`config.mk`:
```
export PLATFORM = sky130hd
export DESIGN_NAME = inst_loader
export DESIGN_NICKNAME = d
export VERILOG_FILES = /design/src/rtl/inst_loader.sv
export SDC_FILE = /design/constraint.sdc
export NUM_CORES = 1
export LEC_CHECK = 0
export CORE_ASPECT_RATIO = 0.5
export CORE_MARGIN = 5
export CORE_UTILIZATION = 45
export CTS_BUF_LIST = sky130_fd_sc_hd__clkbuf_8
export CTS_CLUSTER_DIAMETER = 60
export CTS_CLUSTER_SIZE = 40
export DETAILED_ROUTE_END_ITERATION = 12
export PLACE_DENSITY = 0.83
export RECOVER_POWER = 50
export SLEW_MARGIN = 20
export SYNTH_ARGS = -nofsm -noshare
export SYNTH_HDL_FRONTEND = slang
export SYNTH_SLANG_ARGS = --single-unit
```
`constraint.sdc`:
```
create_clock -name clk -period 1.4 [get_ports clk]
set_input_delay 0.28 -clock clk [delete_from_list [all_inputs] [get_ports clk]]
set_output_delay 0.28 -clock clk [all_outputs]
set_load 0.01 [all_outputs]
```
`src/rtl/inst_loader.sv`:
```
// Push-button instruction loader: synchronises and debounces a raw button,
// then assembles a 12-bit instruction (opcode + 8-bit immediate) nibble by nibble.
module inst_loader #(
  parameter int unsigned DEBOUNCE_CYCLES = 4
) (
  input  logic       clk,
  input  logic       rst_n,
  input  logic       btn_in,
  input  logic [3:0] data_in,
  input  logic       clr,
  input  logic       cpu_idle,
  output logic       btn_edge,
  output logic       inst_done,
  output logic [3:0] opcode,
  output logic [7:0] imm,
  output logic [1:0] nib_sel
);

  localparam logic [2:0] LOAD_OP = 3'd0;
  localparam logic [2:0] LOAD_LO = 3'd1;
  localparam logic [2:0] LOAD_HI = 3'd2;
  localparam logic [2:0] READY   = 3'd3;
  localparam logic [2:0] EXEC    = 3'd4;

  localparam logic [15:0] CNT_LAST = 16'(DEBOUNCE_CYCLES - 1);

  logic        sync1_q, sync2_q;
  logic        stable_q, stable_d;
  logic        stableDly_q;
  logic [15:0] debCount_q, debCount_d;
  logic        pulse_q, pulse_d;

  logic [2:0]  state_q, state_d;
  logic [3:0]  opcode_q, opcode_d;
  logic [7:0]  imm_q, imm_d;
  logic        seenBusy_q, seenBusy_d;
  logic        instDone_q, instDone_d;

  // Counter only advances on consecutive mismatches; any agreeing sample restarts it.
  always_comb begin
    stable_d   = stable_q;
    debCount_d = '0;
    if (sync2_q != stable_q) begin
      if (debCount_q == CNT_LAST) begin
        stable_d = sync2_q;
      end else begin
        debCount_d = debCount_q + 16'd1;
      end
    end
  end

  // Rising edge of the debounced level only; releases never produce a pulse.
  assign pulse_d = stable_q & ~stableDly_q;

  always_comb begin
    state_d    = state_q;
    opcode_d   = opcode_q;
    imm_d      = imm_q;
    seenBusy_d = seenBusy_q;
    if (clr && (state_q != EXEC)) begin
      state_d  = LOAD_OP;
      opcode_d = '0;
      imm_d    = '0;
    end else begin
      case (state_q)
        LOAD_OP: begin
          if (pulse_q) begin
            opcode_d = data_in;
            state_d  = LOAD_LO;
          end
        end
        LOAD_LO: begin
          if (pulse_q) begin
            imm_d[3:0] = data_in;
            state_d    = LOAD_HI;
          end
        end
        LOAD_HI: begin
          if (pulse_q) begin
            imm_d[7:4] = data_in;
            state_d    = READY;
          end
        end
        READY: begin
          if (pulse_q) begin
            state_d = EXEC;
          end
        end
        EXEC: begin
          // The CPU must be seen leaving idle before its return to idle ends execution.
          if (cpu_idle && seenBusy_q) begin
            state_d    = LOAD_OP;
            seenBusy_d = 1'b0;
          end else if (!cpu_idle) begin
            seenBusy_d = 1'b1;
          end
        end
        default: state_d = LOAD_OP;
      endcase
    end
  end

  assign instDone_d = (state_d == READY) || (state_d == EXEC);

  always_ff @(posedge clk) begin
    if (!rst_n) begin
      sync1_q     <= 1'b0;
      sync2_q     <= 1'b0;
      stable_q    <= 1'b0;
      stableDly_q <= 1'b0;
      debCount_q  <= '0;
      pulse_q     <= 1'b0;
      state_q     <= LOAD_OP;
      opcode_q    <= '0;
      imm_q       <= '0;
      seenBusy_q  <= 1'b0;
      instDone_q  <= 1'b0;
    end else begin
      sync1_q     <= btn_in;
      sync2_q     <= sync1_q;
      stable_q    <= stable_d;
      stableDly_q <= stable_q;
      debCount_q  <= debCount_d;
      pulse_q     <= pulse_d;
      state_q     <= state_d;
      opcode_q    <= opcode_d;
      imm_q       <= imm_d;
      seenBusy_q  <= seenBusy_d;
      instDone_q  <= instDone_d;
    end
  end

  always_comb begin
    case (state_q)
      LOAD_OP: nib_sel = 2'd0;
      LOAD_LO: nib_sel = 2'd1;
      LOAD_HI: nib_sel = 2'd2;
      default: nib_sel = 2'd3;
    endcase
  end

  assign btn_edge  = pulse_q && (state_q != EXEC);
  assign inst_done = instDone_q;
  assign opcode    = opcode_q;
  assign imm       = imm_q;

endmodule

```
## Yosys cells after proc, flatten, opt, wreduce, memory -nomap -nowiden

Cells that the tools add are included.

| cells by class | value |
|---|---|
| reductions and logical operators | 12 |
| $add $sub $neg | 1 |
| eq/ne operators | 10 |
| muxes and demuxes | 10 |
| bitwise gates (word level) | 5 |

Operators with widths:

| operator | count |
|---|---|
| 3-bit two-way mux | 6 |
| 16-bit by 1-bit adder with 16-bit output, second input constant | 1 |
| 16-bit by 2-bit == test with 1-bit output, second input constant | 1 |
| 3-bit one-hot mux with 5 select lines | 1 |
| 3-bit by 2-bit == test with 1-bit output, second input constant | 3 |
| 2-bit AND reduction | 4 |
| 3-bit == test, second input constant | 2 |
| 2-bit one-hot mux with 3 select lines | 1 |
| 1-bit NOT | 4 |
| 3-bit by 1-bit == test with 1-bit output, second input constant | 1 |
| 1-bit logical AND | 3 |
| 3-bit logical NOT | 1 |
| 3-bit inequality test, second input constant | 1 |
| 3-bit AND reduction | 1 |
| 3-bit OR reduction | 1 |
| 1-bit two-way mux | 2 |
| 2-bit by 1-bit inequality test with 1-bit output, second input constant | 1 |
| 2-bit OR reduction | 1 |
| 1-bit AND | 1 |
| 1-bit logical OR | 1 |
| 1-bit inequality test | 1 |

| word-level totals | value |
|---|---|
| input port bits | 9 |
| output and inout bits | 16 |
| flip-flop bits (word level) | 38 |
| word-level logic and storage cells | 50 |

## Depth between registers and ports, before layout

| depth | value |
|---|---|
| depth in word-level cells | 6 |
| gate-level depth with buffers | 6 |
| gate-level depth less buffers | 5 |

## Worst setup path after synthesis

Ideal clock, no wire load.

| timing path | value |
|---|---|
| path type | reg2reg |
| start | register debCount_q[0] |
| end | register debCount_q[10] |
| slack | -0.059 ns |
| required time | 1.285 ns |
| path buffers | 0 |
| arrival | 1.345 ns |
| period minus slack after synthesis | 1.459 ns |
| setup time | 0.115 ns |
| stages on the path, launching flop included | 6 |
| cell sequence | dfxtp_1 ha_1 and4_4 or3b_1 xor2_1 nor2_2 |

| on the way | value |
|---|---|
| longest elaborated chain between the ends | 2 |
| elaborated cells on any way between the ends | 3 |
| those cells by class | add/sub: 1; eq/ne: 1; reduce/logical: 1 |

Ends and longest elaborated chain:

| item | line | RTL |
|---|---|---|
| from (decl) | 30 | `logic [15:0] debCount_q, debCount_d;` |
| from (signal assigned) | 123 | `debCount_q <= debCount_d;` |
| branches (longest 2 deep; another with 16-bit by 1-bit adder with 16-bit output) | n/a |  |

Several ways; the timed one is not identified.
A chain may end at the register's enable or synchronous reset.

## Final worst setup path

| timing path | value |
|---|---|
| start | register debCount_q[7] |
| end | register debCount_q[13] |

The elaborated chain is that of the path after synthesis.

==> flow_summary.toml <==
[floorplanning]
ios = 25
start_util = 0.462
die_w_um = 93.5
rows = 15
fp.dieArea_um2 = 4840
chipHeight_um = 51.8
core_um2 = 3400

[clocking]
clk_path_buf_depth = 2
cts_tree = "built"
root_buffer = "clkbuf_8"
path_clk_slew_ps = 80
cts_buffers = 5
htreeDepth = 2
worstSkewPairLatency_ps = 290
cts_sinks = 38
ctsHoldBuffers = 0

[synthesis]
yosys_register_bits = 38
synth.distinct_cells = 35
avgSynthCellArea_um2 = 9.99
synth_fp_nets = 167
syn_inst = 157
synth_edf_count = 0
syn_area_um2 = 1570
synthArstFlopShare = 0
seq_area_frac_synth = 0.485
ys.flop_type = "dfxtp_1"
yosys_warnings = 0

[grt]
grt_max_degree = 14
grt_pass1_vias = 1229
antenna_found_initial = 0
grt.total_usage = 0.151
grt.overflow.total = 0
grt_pass1_wl_mm = 5.61

[timing]
hold_ws_ps = 396
min_period_ps = 1380
fin_ws_ps = 21.2
worst_slew_pin_slew_ps = 292
max_clock_freq_ghz = 0.725
skew_ps = 7.86
report.final.hold_viol_count = 0
final_max_slew_viol_count = 0
max-slew-margin-rel = 0.804
setup_tns_ps = 0
setup_violations = 0
rsz0062_at_grt = "yes"
finalCritPeriodShare = 0.985

[run_status]
status = "completed"

[power_and_ir_drop]
finalPower_w = 0.00224
clkPwrFrac = 0.495
p_leak_nw = 0.813
pwr_density_cell_nw_per_um2 = 1050
p_int_w = 0.00182
p_comb_frac = 0.023
seqPwrFrac = 0.482
swShare = 0.188
p_sw_w = 0.000420
peakVddDrop_mv = 0.529

[finish]
fin_util = 0.628
area_growth_pct = 36.0
diodes = 0
nNetsFinal = 209
layout-drive-gt1-share = 0.270

[worst_setup_path]
critical_path_arrival_ps = 1570
cp.required_ps = 1590
cp_cell_sequence = "nand4_4 > nor4_2 > xnor2_1 > nor2_2"
cp-end-kind = "flip-flop"
startpoint_type = "flip-flop"
slowest_stage = "dfxtp_1"
max_stage_delay_ps = 460
worstSetupPathType = "reg2reg"
crit_fanout = 7

[detailed_routing]
routed_wl_mm = 3.36
drcViolationCount = 0
via_per_inst = 4.96
ant_nets = 0
wl_per_cell_um = 13.4
vias = 1244
drt_pass1_iterations = 4
first_iter_violations = 48

[place]
gp_congestion = 0.820
hpwlAfterDp_mm = 2.40
place_worst_setup_slack_ps = -30.8
port_buffers = 24

[flow_run]
maxCapViolations = 0

[hold_path]
hp-class = "reg2reg"
## cell usage in the layout, fill, tap and decap left out, types with 4 or more instances in the layout
cell type	count
dfxtp_2	6
xnor2_1	9
mux2i_1	12
dfxtp_1	29
nand2_1	7
nor2_2	5
nand4_1	4
inv_1	6
nor2_1	26
buf_4	11
dlygate4sd2_1	13
clkdlybuf4s50_1	7
xor2_1	7
clkbuf_8	5
## worst max-delay path: cells and delay by family (launching register included)
family        cells  cell delay [ps]
xor+xnor          1              190
flops             1              460
simple gates      3              640
## synth_stat cells (2+ instances only)
cell type / instances / area (um^2)
mux2i_1: 13 / 130
xor2_1: 7 / 61.3
nor4_1: 5 / 31.3
nand2_1: 7 / 26.3
nand3_1: 3 / 15.0
nor2_1: 26 / 97.6
inv_1: 6 / 22.5
nor3b_2: 2 / 25.0
xnor2_1: 9 / 78.8
and2_1: 3 / 18.8
a31o_1: 2 / 17.5
nor3_1: 3 / 15.0
dfxtp_1: 38 / 761
nor2b_1: 3 / 18.8
nor4b_2: 2 / 30.0
nand3_2: 2 / 20.0
nor2_2: 5 / 31.3
nand4_1: 4 / 25.0
## metal layers
metal  vias to the layer above  share of wire  GRT usage
li1                        615              -          -
met1                       595           0.43      0.171
met2                        25           0.51      0.270
met4                         0          0.018     0.0584
met5                         -              0          0
met3                         9          0.041     0.0462
## worst paths after layout
kind	start	endpoint	slack [ps]	depth (start not counted)
worst max register to register	debCount_q[7]	debCount_q[13]	20	4
worst max-delay path	debCount_q[7]	debCount_q[13]	20	4
worst min-delay path	stableDly_q	pulse_q	400	1
worst min register to register	stableDly_q	pulse_q	400	1
## timing repair
action	in CTS	in global routing
pin swaps	1	2
setup buffers	1	0
resized for setup	32	11
endpoints found under the setup margin	25	21
## sequential cells by signal, indices dropped and copies added (netlist names)
name and flops:
debCount_q 16, imm 8, inst_done 1, opcode 4, pulse_q 1, seenBusy_q 1
stableDly_q 1, stable_q 1, state_q 3, sync1_q 1, sync2_q 1
## cells by family after synthesis
logic type	Yosys count	share of synthesized area
xor gates and xnor gates	16	0.0893
and+or+nand+nor	74	0.280
DFF	38	0.485
AOI/OAI and AO/OA	7	0.0335
muxes	13	0.0829
adders and majority gates	1	0.00797
buffers and inverters	8	0.0215
## metrics by stage
stage,std cells,area [um^2]
floorplan,157,1580
global placement,243,1970
detailed placement,243,1970
CTS,252,2120
global route,251,2130
finish,251,2130
## layout make-up
type	instances	area, um^2
flip-flops and latches	38	779
repair buffers	37	300
multi-input cells	111	831
inverters	6	22.5
clock inverters	3	68.8
well taps	51	63.8
clock buffers	5	68.8
fillers	287	1260
## power groups by stage
stage / registers (W) / logic [W] / clock network (W)
3_3_place_gp: 0.00111 / 0.0000509 / 0
5_1_grt: 0.00108 / 0.0000561 / 0.00119
2_1_floorplan: 0.00111 / 0.0000152 / 0
3_5_place_dp: 0.00111 / 0.0000521 / 0
4_1_cts: 0.00108 / 0.0000524 / 0.00114
6_report: 0.00108 / 0.0000513 / 0.00111
Note: power is estimated with default switching activity, not from simulation.
